--- src/rtl/display_pkg.sv ---
// Shared definitions for the HUB75 display scanner: scan states, pixel word
// layout helpers and the brightness width. Brightness scaling is enabled by
// defining DISPLAY_SCANNER_BRIGHTNESS_EN.
package display_pkg;

   // Scan sequence for one bit-plane of one row.
   typedef enum logic [2:0] {
      PREFETCH = 3'd0,
      SHIFT    = 3'd1,
      BLANK    = 3'd2,
      LATCH    = 3'd3,
      DISPLAY  = 3'd4
   } scan_state_t;

   // Cycles spent presenting the first read address before shifting starts.
   localparam int prefetch_cycles = 2;

   // Width of the global brightness control.
   localparam int brightness_w = 8;

   // Blue occupies the least significant field of a packed {r,g,b} word.
   localparam int blue_offset = 0;

   // Bits per colour channel in a packed pixel word.
   function automatic int channel_bits(input int word_width);
      return word_width / 3;
   endfunction

   // Bit offset of the red field inside a packed pixel word.
   function automatic int red_offset(input int word_width);
      return 2 * channel_bits(word_width);
   endfunction

   // Bit offset of the green field inside a packed pixel word.
   function automatic int green_offset(input int word_width);
      return channel_bits(word_width);
   endfunction

endpackage

--- src/rtl/display_oe_timer.sv ---
// Bit-plane on-time timer. Loaded once per plane with the plane index (and,
// with DISPLAY_SCANNER_BRIGHTNESS_EN, the brightness), then counts while the
// scanner sits in DISPLAY. Reports when the panel may be lit and when the
// plane's display period has elapsed.
module display_oe_timer
   import display_pkg::*;
#(
   parameter int base_cycles = 8,
   parameter int plane_w     = 3,
   parameter int cnt_w       = 11
) (
   input  logic               clk,
   input  logic               rst,
   input  logic               load,
   input  logic               run,
   input  logic [plane_w-1:0] plane,
`ifdef DISPLAY_SCANNER_BRIGHTNESS_EN
   input  logic [brightness_w-1:0] brightness,
`endif
   output logic               oe_active,
   output logic               done
);

   logic [cnt_w-1:0] count;
   logic [cnt_w-1:0] duration;
   logic [cnt_w-1:0] on_limit;
   logic [cnt_w-1:0] duration_load;
   logic [cnt_w-1:0] limit_load;

   // Binary-code modulation: each plane is displayed twice as long as the previous one.
   assign duration_load = cnt_w'(base_cycles) << plane;

`ifdef DISPLAY_SCANNER_BRIGHTNESS_EN
   localparam int prod_w = cnt_w + brightness_w + 1;
   logic [prod_w-1:0] scaled;

   // Lit portion of the plane is duration * (brightness + 1) / 256, so 255 means fully on.
   assign scaled     = prod_w'(duration_load) * (prod_w'(brightness) + 1'b1);
   assign limit_load = cnt_w'(scaled >> brightness_w);
`else
   // Without brightness scaling the panel is lit for the whole display period.
   assign limit_load = duration_load;
`endif

   // Capture the plane's timing at load, then count display cycles.
   always_ff @(posedge clk or posedge rst) begin
      if (rst) begin
         count    <= '0;
         duration <= '0;
         on_limit <= '0;
      end else if (load) begin
         count    <= '0;
         duration <= duration_load;
         on_limit <= limit_load;
      end else if (run) begin
         count <= count + 1'b1;
      end
   end

   assign oe_active = (count < on_limit);
   assign done      = (count == duration - 1'b1);

endmodule

--- src/rtl/display_scanner.sv ---
// HUB75 display scanner. Reads the front buffer of the double-buffered display
// memory row by row and bit-plane by bit-plane, serialises the plane bits onto
// the panel shift interface and drives latch/OE with binary-code modulation.
// Owns the buffer select and swaps it only at a frame boundary.
// Optional global brightness: define DISPLAY_SCANNER_BRIGHTNESS_EN.
//
// Buffer swap handshake: flip_req is a level from the writer meaning "back
// buffer complete". It must stay high until flip_ack. The scanner samples it
// only in the last cycle of a frame; if high there, flip toggles and flip_ack
// pulses for exactly that cycle. A request seen at any other time waits.
module display_scanner
   import display_pkg::*;
#(
   parameter int segments    = 1,
   parameter int rows        = 8,
   parameter int columns     = 32,
   parameter int width       = 24,
   parameter int base_cycles = 8
) (
   input  logic                        clk,
   input  logic                        rst,
   input  logic                        flip_req,
   output logic                        flip,
   output logic                        flip_ack,
   output logic [$clog2(rows)-1:0]     rrow,
   output logic [$clog2(columns)-1:0]  rcol,
   input  logic [width*segments-1:0]   rdata,
   output logic                        display_clk,
   output logic                        display_latch,
   output logic                        display_oe,
   output logic [$clog2(rows)-1:0]     display_row,
   output logic [3*segments-1:0]       display_rgb,
`ifdef DISPLAY_SCANNER_BRIGHTNESS_EN
   input  logic [brightness_w-1:0]     brightness,
`endif
   output logic [2:0]                  debug_state
);

   localparam int cb      = channel_bits(width);
   localparam int row_w   = $clog2(rows);
   localparam int col_w   = $clog2(columns);
   localparam int plane_w = $clog2(cb);
   localparam int step_w  = $clog2(2 * columns);
   localparam int cnt_w   = $clog2((base_cycles << (cb - 1)) + 1);
   localparam int r_off   = red_offset(width);
   localparam int g_off   = green_offset(width);

   localparam logic [row_w-1:0]   last_row      = row_w'(rows - 1);
   localparam logic [plane_w-1:0] last_plane    = plane_w'(cb - 1);
   localparam logic [col_w-1:0]   last_col      = col_w'(columns - 1);
   localparam logic [step_w-1:0]  shift_last    = step_w'(2 * columns - 1);
   localparam logic [step_w-1:0]  prefetch_last = step_w'(prefetch_cycles - 1);

   scan_state_t state, state_n;

   logic [row_w-1:0]      row, row_n;
   logic [plane_w-1:0]    plane, plane_n;
   logic [step_w-1:0]     step, step_n;
   logic [col_w-1:0]      shift_col;
   logic [3*segments-1:0] plane_rgb;

   logic                  flip_n, flip_ack_n;
   logic [row_w-1:0]      rrow_n;
   logic [col_w-1:0]      rcol_n;
   logic                  clk_n, latch_n, oe_n;
   logic [row_w-1:0]      display_row_n;
   logic [3*segments-1:0] rgb_n;

   logic timer_load, timer_run, timer_oe_active, timer_done;

   assign debug_state = state;

   // Column whose data arrives during the current shift step pair.
   assign shift_col = col_w'(step >> 1);

   // Select the current plane's r/g/b bits out of each segment's pixel word.
   for (genvar s = 0; s < segments; s++) begin : g_seg
      logic [cb-1:0] red_f, green_f, blue_f;
      assign red_f   = rdata[s*width + r_off +: cb];
      assign green_f = rdata[s*width + g_off +: cb];
      assign blue_f  = rdata[s*width + blue_offset +: cb];
      assign plane_rgb[3*s +: 3] = {red_f[plane], green_f[plane], blue_f[plane]};
   end

   display_oe_timer #(
      .base_cycles (base_cycles),
      .plane_w     (plane_w),
      .cnt_w       (cnt_w)
   ) u_oe_timer (
      .clk        (clk),
      .rst        (rst),
      .load       (timer_load),
      .run        (timer_run),
      .plane      (plane),
`ifdef DISPLAY_SCANNER_BRIGHTNESS_EN
      .brightness (brightness),
`endif
      .oe_active  (timer_oe_active),
      .done       (timer_done)
   );

   // State register: scan position and every registered panel/memory output.
   always_ff @(posedge clk or posedge rst) begin
      if (rst) begin
         state         <= PREFETCH;
         row           <= '0;
         plane         <= '0;
         step          <= '0;
         flip          <= 1'b0;
         flip_ack      <= 1'b0;
         rrow          <= '0;
         rcol          <= '0;
         display_clk   <= 1'b0;
         display_latch <= 1'b0;
         display_oe    <= 1'b1;
         display_row   <= '0;
         display_rgb   <= '0;
      end else begin
         state         <= state_n;
         row           <= row_n;
         plane         <= plane_n;
         step          <= step_n;
         flip          <= flip_n;
         flip_ack      <= flip_ack_n;
         rrow          <= rrow_n;
         rcol          <= rcol_n;
         display_clk   <= clk_n;
         display_latch <= latch_n;
         display_oe    <= oe_n;
         display_row   <= display_row_n;
         display_rgb   <= rgb_n;
      end
   end

   // Next-state: fixed-length prefetch/shift/blank/latch, timer-paced display.
   always_comb begin
      state_n = state;
      case (state)
         PREFETCH: if (step == prefetch_last) state_n = SHIFT;
         SHIFT:    if (step == shift_last)    state_n = BLANK;
         BLANK:    state_n = LATCH;
         LATCH:    state_n = DISPLAY;
         DISPLAY:  if (timer_done)            state_n = PREFETCH;
         default:  state_n = PREFETCH;
      endcase
   end

   // Outputs and scan position for the next cycle, per current state.
   always_comb begin
      step_n        = (state_n != state) ? '0 : step + 1'b1;
      row_n         = row;
      plane_n       = plane;
      flip_n        = flip;
      flip_ack_n    = 1'b0;
      rrow_n        = rrow;
      rcol_n        = rcol;
      clk_n         = display_clk;
      latch_n       = display_latch;
      oe_n          = display_oe;
      display_row_n = display_row;
      rgb_n         = display_rgb;
      timer_load    = 1'b0;
      timer_run     = 1'b0;

      case (state)
         PREFETCH: begin
            // Point memory at column 0 of this row; two cycles cover the read latency.
            rrow_n     = row;
            rcol_n     = '0;
            clk_n      = 1'b0;
            latch_n    = 1'b0;
            oe_n       = 1'b1;
            timer_load = (step == '0);
         end
         SHIFT: begin
            if (!step[0]) begin
               // Data for column shift_col has arrived; present it with the clock low.
               rgb_n  = plane_rgb;
               clk_n  = 1'b0;
               rcol_n = (shift_col == last_col) ? '0 : shift_col + 1'b1;
            end else begin
               clk_n = 1'b1;
            end
         end
         BLANK: begin
            clk_n = 1'b0;
            oe_n  = 1'b1;
         end
         LATCH: begin
            latch_n       = 1'b1;
            display_row_n = row;
         end
         DISPLAY: begin
            latch_n   = 1'b0;
            timer_run = 1'b1;
            oe_n      = ~timer_oe_active;
            if (timer_done) begin
               if (plane == last_plane) begin
                  plane_n = '0;
                  if (row == last_row) begin
                     // Frame boundary: the only point where the buffers may swap.
                     row_n = '0;
                     if (flip_req) begin
                        flip_n     = ~flip;
                        flip_ack_n = 1'b1;
                     end
                  end else begin
                     row_n = row + 1'b1;
                  end
               end else begin
                  plane_n = plane + 1'b1;
               end
            end
         end
         default: begin
            oe_n = 1'b1;
         end
      endcase
   end

endmodule

--- config.mk ---
export PLATFORM = sky130hd
export DESIGN_NAME = display_scanner
export DESIGN_NICKNAME = d
export VERILOG_FILES = /design/src/rtl/display_pkg.sv /design/src/rtl/display_oe_timer.sv /design/src/rtl/display_scanner.sv
export SDC_FILE = /design/constraint.sdc
export NUM_CORES = 1
export LEC_CHECK = 0
export BUFFER_PORTS_ARGS = -buffer_cell sky130_fd_sc_hd__buf_4
export CAP_MARGIN = 10
export CORE_ASPECT_RATIO = 2
export CORE_MARGIN = 5
export CORE_UTILIZATION = 45
export DETAILED_ROUTE_END_ITERATION = 7
export HOLD_SLACK_MARGIN = 0.15
export PLACE_DENSITY = 0.68
export RECOVER_POWER = 50
export SETUP_SLACK_MARGIN = 0.2
export SYNTH_ARGS = -nofsm -noshare
export SYNTH_HDL_FRONTEND = slang
export SYNTH_SLANG_ARGS = --single-unit
--- constraint.sdc ---
create_clock -name clk -period 2.5 [get_ports clk]
set_clock_uncertainty 0.05 [all_clocks]
set_input_delay 0.125 -clock clk [delete_from_list [all_inputs] [get_ports clk]]
set_output_delay 0.125 -clock clk [all_outputs]
set_load 0.02 [all_outputs]
-- Yosys cells after proc, flatten, opt, wreduce, memory -nomap -nowiden
Cells that the tools add are included.
- reduce and logical (&&, ||, !) cells: 14
- shift operators: 1
- order comparisons: 2
- bitwise gates (word level): 3
- multiplexer cells: 29
- $add $sub $neg: 6
- equality and inequality tests: 12
- operators with widths (cell ; number):
    $mux W11 ; 2
    $mux W3 ; 5
    $pmux W3 S5 ; 1
    $add A11 B1 Y11 const B ; 1
    $eq A11 B11 Y1 ; 1
    $lt A11 B11 Y1 ; 1
    $mux W1 ; 11
    $shl A4 B3 Y11 const A ; 1
    $sub A11 B1 Y11 const B ; 1
    $mux W5 ; 2
    $pmux W5 S2 ; 1
    $bmux W1 S3 ; 3
    $eq A3 B3 Y1 const B ; 3
    $reduce_bool A2 Y1 ; 4
    $add A3 B1 Y3 const B ; 2
    $add A6 B1 Y6 const B ; 1
    $eq A3 B2 Y1 const B ; 2
    $eq A6 B1 Y1 const B ; 1
    $eq A6 B6 Y1 const B ; 1
    $logic_not A6 Y1 ; 1
    $mux W6 ; 1
    $pmux W1 S2 ; 3
    $reduce_and A2 Y1 ; 3
    $reduce_or A2 Y1 ; 3
    other kinds (10) ; 12
- register bits after elaboration: 56
- output and inout bits: 22
- word-level logic and storage cells: 82

-- Logic depth before layout (Yosys ltp)
- depth after elaboration: 6
- mapped depth: 9
- mapped depth without buffers: 8

-- Cells and area by module
A second synthesis with hierarchy kept.
- cells, all modules: 287
- area total of the unflattened synthesis: 3006.6 µm²
- modules (own cells, without submodules) (module ; times used ; cells an instance ; area each (µm²)):
    display_scanner ; 1 ; 154 ; 1788.0
    display_oe_timer ; 1 ; 133 ; 1218.7

-- Worst setup path before layout
Ideal clock, no wire load.
- path type: flip-flop to flip-flop
- start: register u_oe_timer.duration[3]
- end: register plane[0]
- required time: 2325 ps
- period minus slack after synthesis: 2325 ps
- slack: 175 ps
- setup time: 125 ps
- path buffers: 0
- arrival time: 2150 ps
- stages on the path, launching flop included: 9
- path through: dfrtp_1 inv_1 ha_1 xnor2_1 nor3_1 o21ai_0 a2111oi_4 and4_4 mux2_4
- word-level cells in the longest chain between the ends: 3
- RTL lines (what ; RTL line ; source):
    start: declaration ; display_oe_timer.sv:25 ; logic [cnt_w-1:0] duration;
    start signal: assignment ; display_oe_timer.sv:53 ; duration <= duration_load;
    $sub A11 B1 Y11 ; display_oe_timer.sv:61 ; assign done = (count == duration - 1'b1);
    $eq A11 B11 Y1 ; display_oe_timer.sv:61 ;
    $reduce_and A2 Y1 (no line) ; n/a ;
    end signal: assignment ; display_scanner.sv:121 ; plane <= plane_n;
    end: declaration ; display_scanner.sv:57 ; logic [plane_w-1:0] plane, plane_n;
Every way passes these cells.
A chain may end at the register's enable or synchronous reset.

-- Final worst setup path
- start: register u_oe_timer.duration[4]
- end: register row[0]
- word-level cells in the longest chain between the ends: 3
- RTL lines (what ; RTL line ; source):
    $sub A11 B1 Y11 ; display_oe_timer.sv:61 ;
    $eq A11 B11 Y1 ; display_oe_timer.sv:61 ;
    $reduce_and A3 Y1 (no line) ; n/a ;
    end signal: assignment ; display_scanner.sv:120 ; row <= row_n;
    end: declaration ; display_scanner.sv:56 ; logic [row_w-1:0] row, row_n;
Every way passes these cells.

==> results.cfg <==
[flow_run]
maxCapViolCount = 0

[synth]
synth_top_family_by_area = simple AND/OR/NAND/NOR gates
yosys.area.top_type = dfrtp_1
synth_cells = 303
synthXorXnorAreaFrac = 0.0648
synth.top_cell.area_share = 0.421
synth_fa_ha_area_frac = 0.0932
netlist_area_sq_um = 3090
synthSimpleGateAreaFrac = 0.182
syn_area_per_cell_sq_um = 10.2
synth-warning-count = 0
synth.yosys.seq_area_share = 0.430
ys_ff_latch = 53
yosys-mux-area-fraction = 0.0960
synth_nets = 353
synth_cell_types = 51
synthTopCellsByArea = dfrtp_1, ha_1, mux4_2, nand2_1, nor2_1
synth_compound_gate_area_share = 0.0972

[route]
drt_iter0_markers = 129
routedWlPerCell_um = 16.2
drt_first_pass_iters = 5
drt_wl_total_um = 7270
ant_nets = 0
vias = 2451
vias_per_cell = 5.46
drc = 0

[cells_and_area]
mostFrequentLayoutCells = dfrtp_1, buf_4, nand2_1
drive_above_1_share = 0.244
fin_nets = 410
layout_commonest_cell = dfrtp_1
antenna_cells = 0
area_delta_synth_final_pct = 21.8

[clocking]
cts.path.max_buffers = 2
root_buffer = clkbuf_16
cts_tree = built
cts_num_sinks = 53
numCtsBuffers = 5
clkTransAtPathRegs_ps = 70
clk-insertion-delay-late_ps = 300
cts_htree_levels = 2

[worst_setup_path]
cp.required_ps = 2630
crit_arrival_ps = 2310
path_max_fanout = 5
crit_type = flop to flop
critPathCaptureType = flop
crit_path_start_kind = flop

[timing]
final_hold_viol_count = 0
relSlewSlack = 0.137
max_freq_ghz = 0.458
rsz0062_at_grt = no
layout_min_cycle_time_ps = 2180
setup_viol_count_final = 0
post-route-period-util = 0.873
tightest_slew_ps = 1290
fin_setup_tns_ps = 0
slew_viol_final = 0

[global_route]
grt_pass1_vias = 2526
grt_max_degree = 54
antenna_found_initial = 0
grt_pass1_wl_um = 11900
grt_usage = 0.182
overflow = 0

[place]
port_buffers = 48
place.gp.congestion = 0.884
dp_hpwl_um = 5460

[power]
power.density_nw_per_um2 = 435
power_switching_uw = 340
comb_power_share = 0.041
total_power_mw = 1.64
vdd_drop_max_uv = 386
p_leak_nw = 1.76
pwr-share-clk = 0.433
intPower_mw = 1.30
seq_power_share = 0.526
switching_share = 0.208

[floorplan]
ios = 49
core-area_sq_um = 6670
rows = 42
die-area_sq_um = 8720
die_w_um = 68.6
start_util = 0.463
die_height_um = 127

[min_path]
hold_path.class = primary input to flop

[status]
status = completed
-- sequential cells by signal (all words and copies together) (netlist names) --
name and cells:
display_row 3, flip 1, debug_state 3, u_oe_timer.duration 8, display_rgb 3, display_latch 1, display_oe 1, rrow 3
row 3, plane 3, display_clk 1, flip_ack 1, rcol 5, step 6, u_oe_timer.count 11
-- metrics by stage --
stage,cell area (sq um),setup WS (ps),hold WS (ps),instances,util
finish,3760,317,299,449,0.564
global route,3760,208,337,449,0.564
global placement,3590,298,150,437,0.538
floorplan,3090,305,271,303,-
CTS,3760,239,294,447,0.564
detailed placement,3590,252,157,437,0.538
-- final timing paths --
check,startpoint,to,slack [ps],depth (start not counted)
max,u_oe_timer.duration[4],row[0],320,7
min,rdata[8],display_rgb[1],300,4
max reg2reg,u_oe_timer.duration[4],row[0],320,7
min reg2reg,rcol[2],rcol[2],430,2
max in group asynchronous,rst,flip_ack,850,4
min in group asynchronous,rst,rrow[1],770,4
-- worst max-delay path, cell delays in order, from the launching register on --
cell and delay (ps):
dfrtp_1 420, buf_4 150, or2_1 260, nor4_1 240, xnor2_1 270, and3_1 270
nand3_4 100, mux2_1 310
-- area by class of cell --
type / count / area, sq um
inverter: 16 / 60.1
multi-input combinational: 222 / 1690
tap: 88 / 110
fill: 609 / 2910
clock buffer: 7 / 143
sequential: 53 / 1330
clock inverter: 1 / 7.51
timing repair buffer: 62 / 427
-- power by group through the flow --
stage          sequential [mW]  combinational, mW  clock (mW)
2_1_floorplan            0.880             0.0231           0
3_3_place_gp             0.877             0.0702           0
4_1_cts                  0.861             0.0749       0.730
5_1_grt                  0.860             0.0747       0.759
6_report                 0.861             0.0666       0.708
3_5_place_dp             0.877             0.0721           0
-- cell usage after synthesis (all sizes together) --
cell type and instances:
o21a 2, o21ai 24, o21bai 1, a22o 3
nor3 5, a21oi 6, nand2 32, xor2 12
inv 15, nand3b 1, clkinv 1, buf 4
mux4 6, dfrtp 52, nor3b 1, nand3 16
xnor2 10, nor2b 2, nand4 5, a22oi 1
o31ai 1, and4 4, nor2 28, o31a 1
nor4 8, and3 4, mux2 11, ha 23
o211ai 1, a31oi 5, dfstp 1, nor4b 2
a2111oi 1, clkbuf 8, or2 1, mux2i 3
nand2b 1, a211oi 1
-- metal layers --
| metal | part of all wire | global-route usage | up-vias |
|---|---|---|---|
| met3 | 0.034 | 0.0334 | 16 |
| met5 | 0 | 0 | - |
| met2 | 0.60 | 0.340 | 40 |
| met1 | 0.34 | 0.183 | 1210 |
| met4 | 0.032 | 0.0797 | 0 |
| li1 | - | - | 1185 |
-- logic make-up after synthesis --
logic type,Yosys count
buffers and inverters,28
adders and majority gates,23
AOI/OAI and AO/OA,47
muxes,20
DFF,53
xor gates and xnor gates,22
and+or+nand+nor,110
-- what timing repair did --
item | in CTS | in global routing
endpoints found under the hold margin | 54 | 0
hold buffers | 2 | 0
endpoints found under the setup margin | 0 | 12
buffers inserted | 0 | 2
resized for setup | 0 | 11
Note: power is estimated with default switching activity, not from simulation.
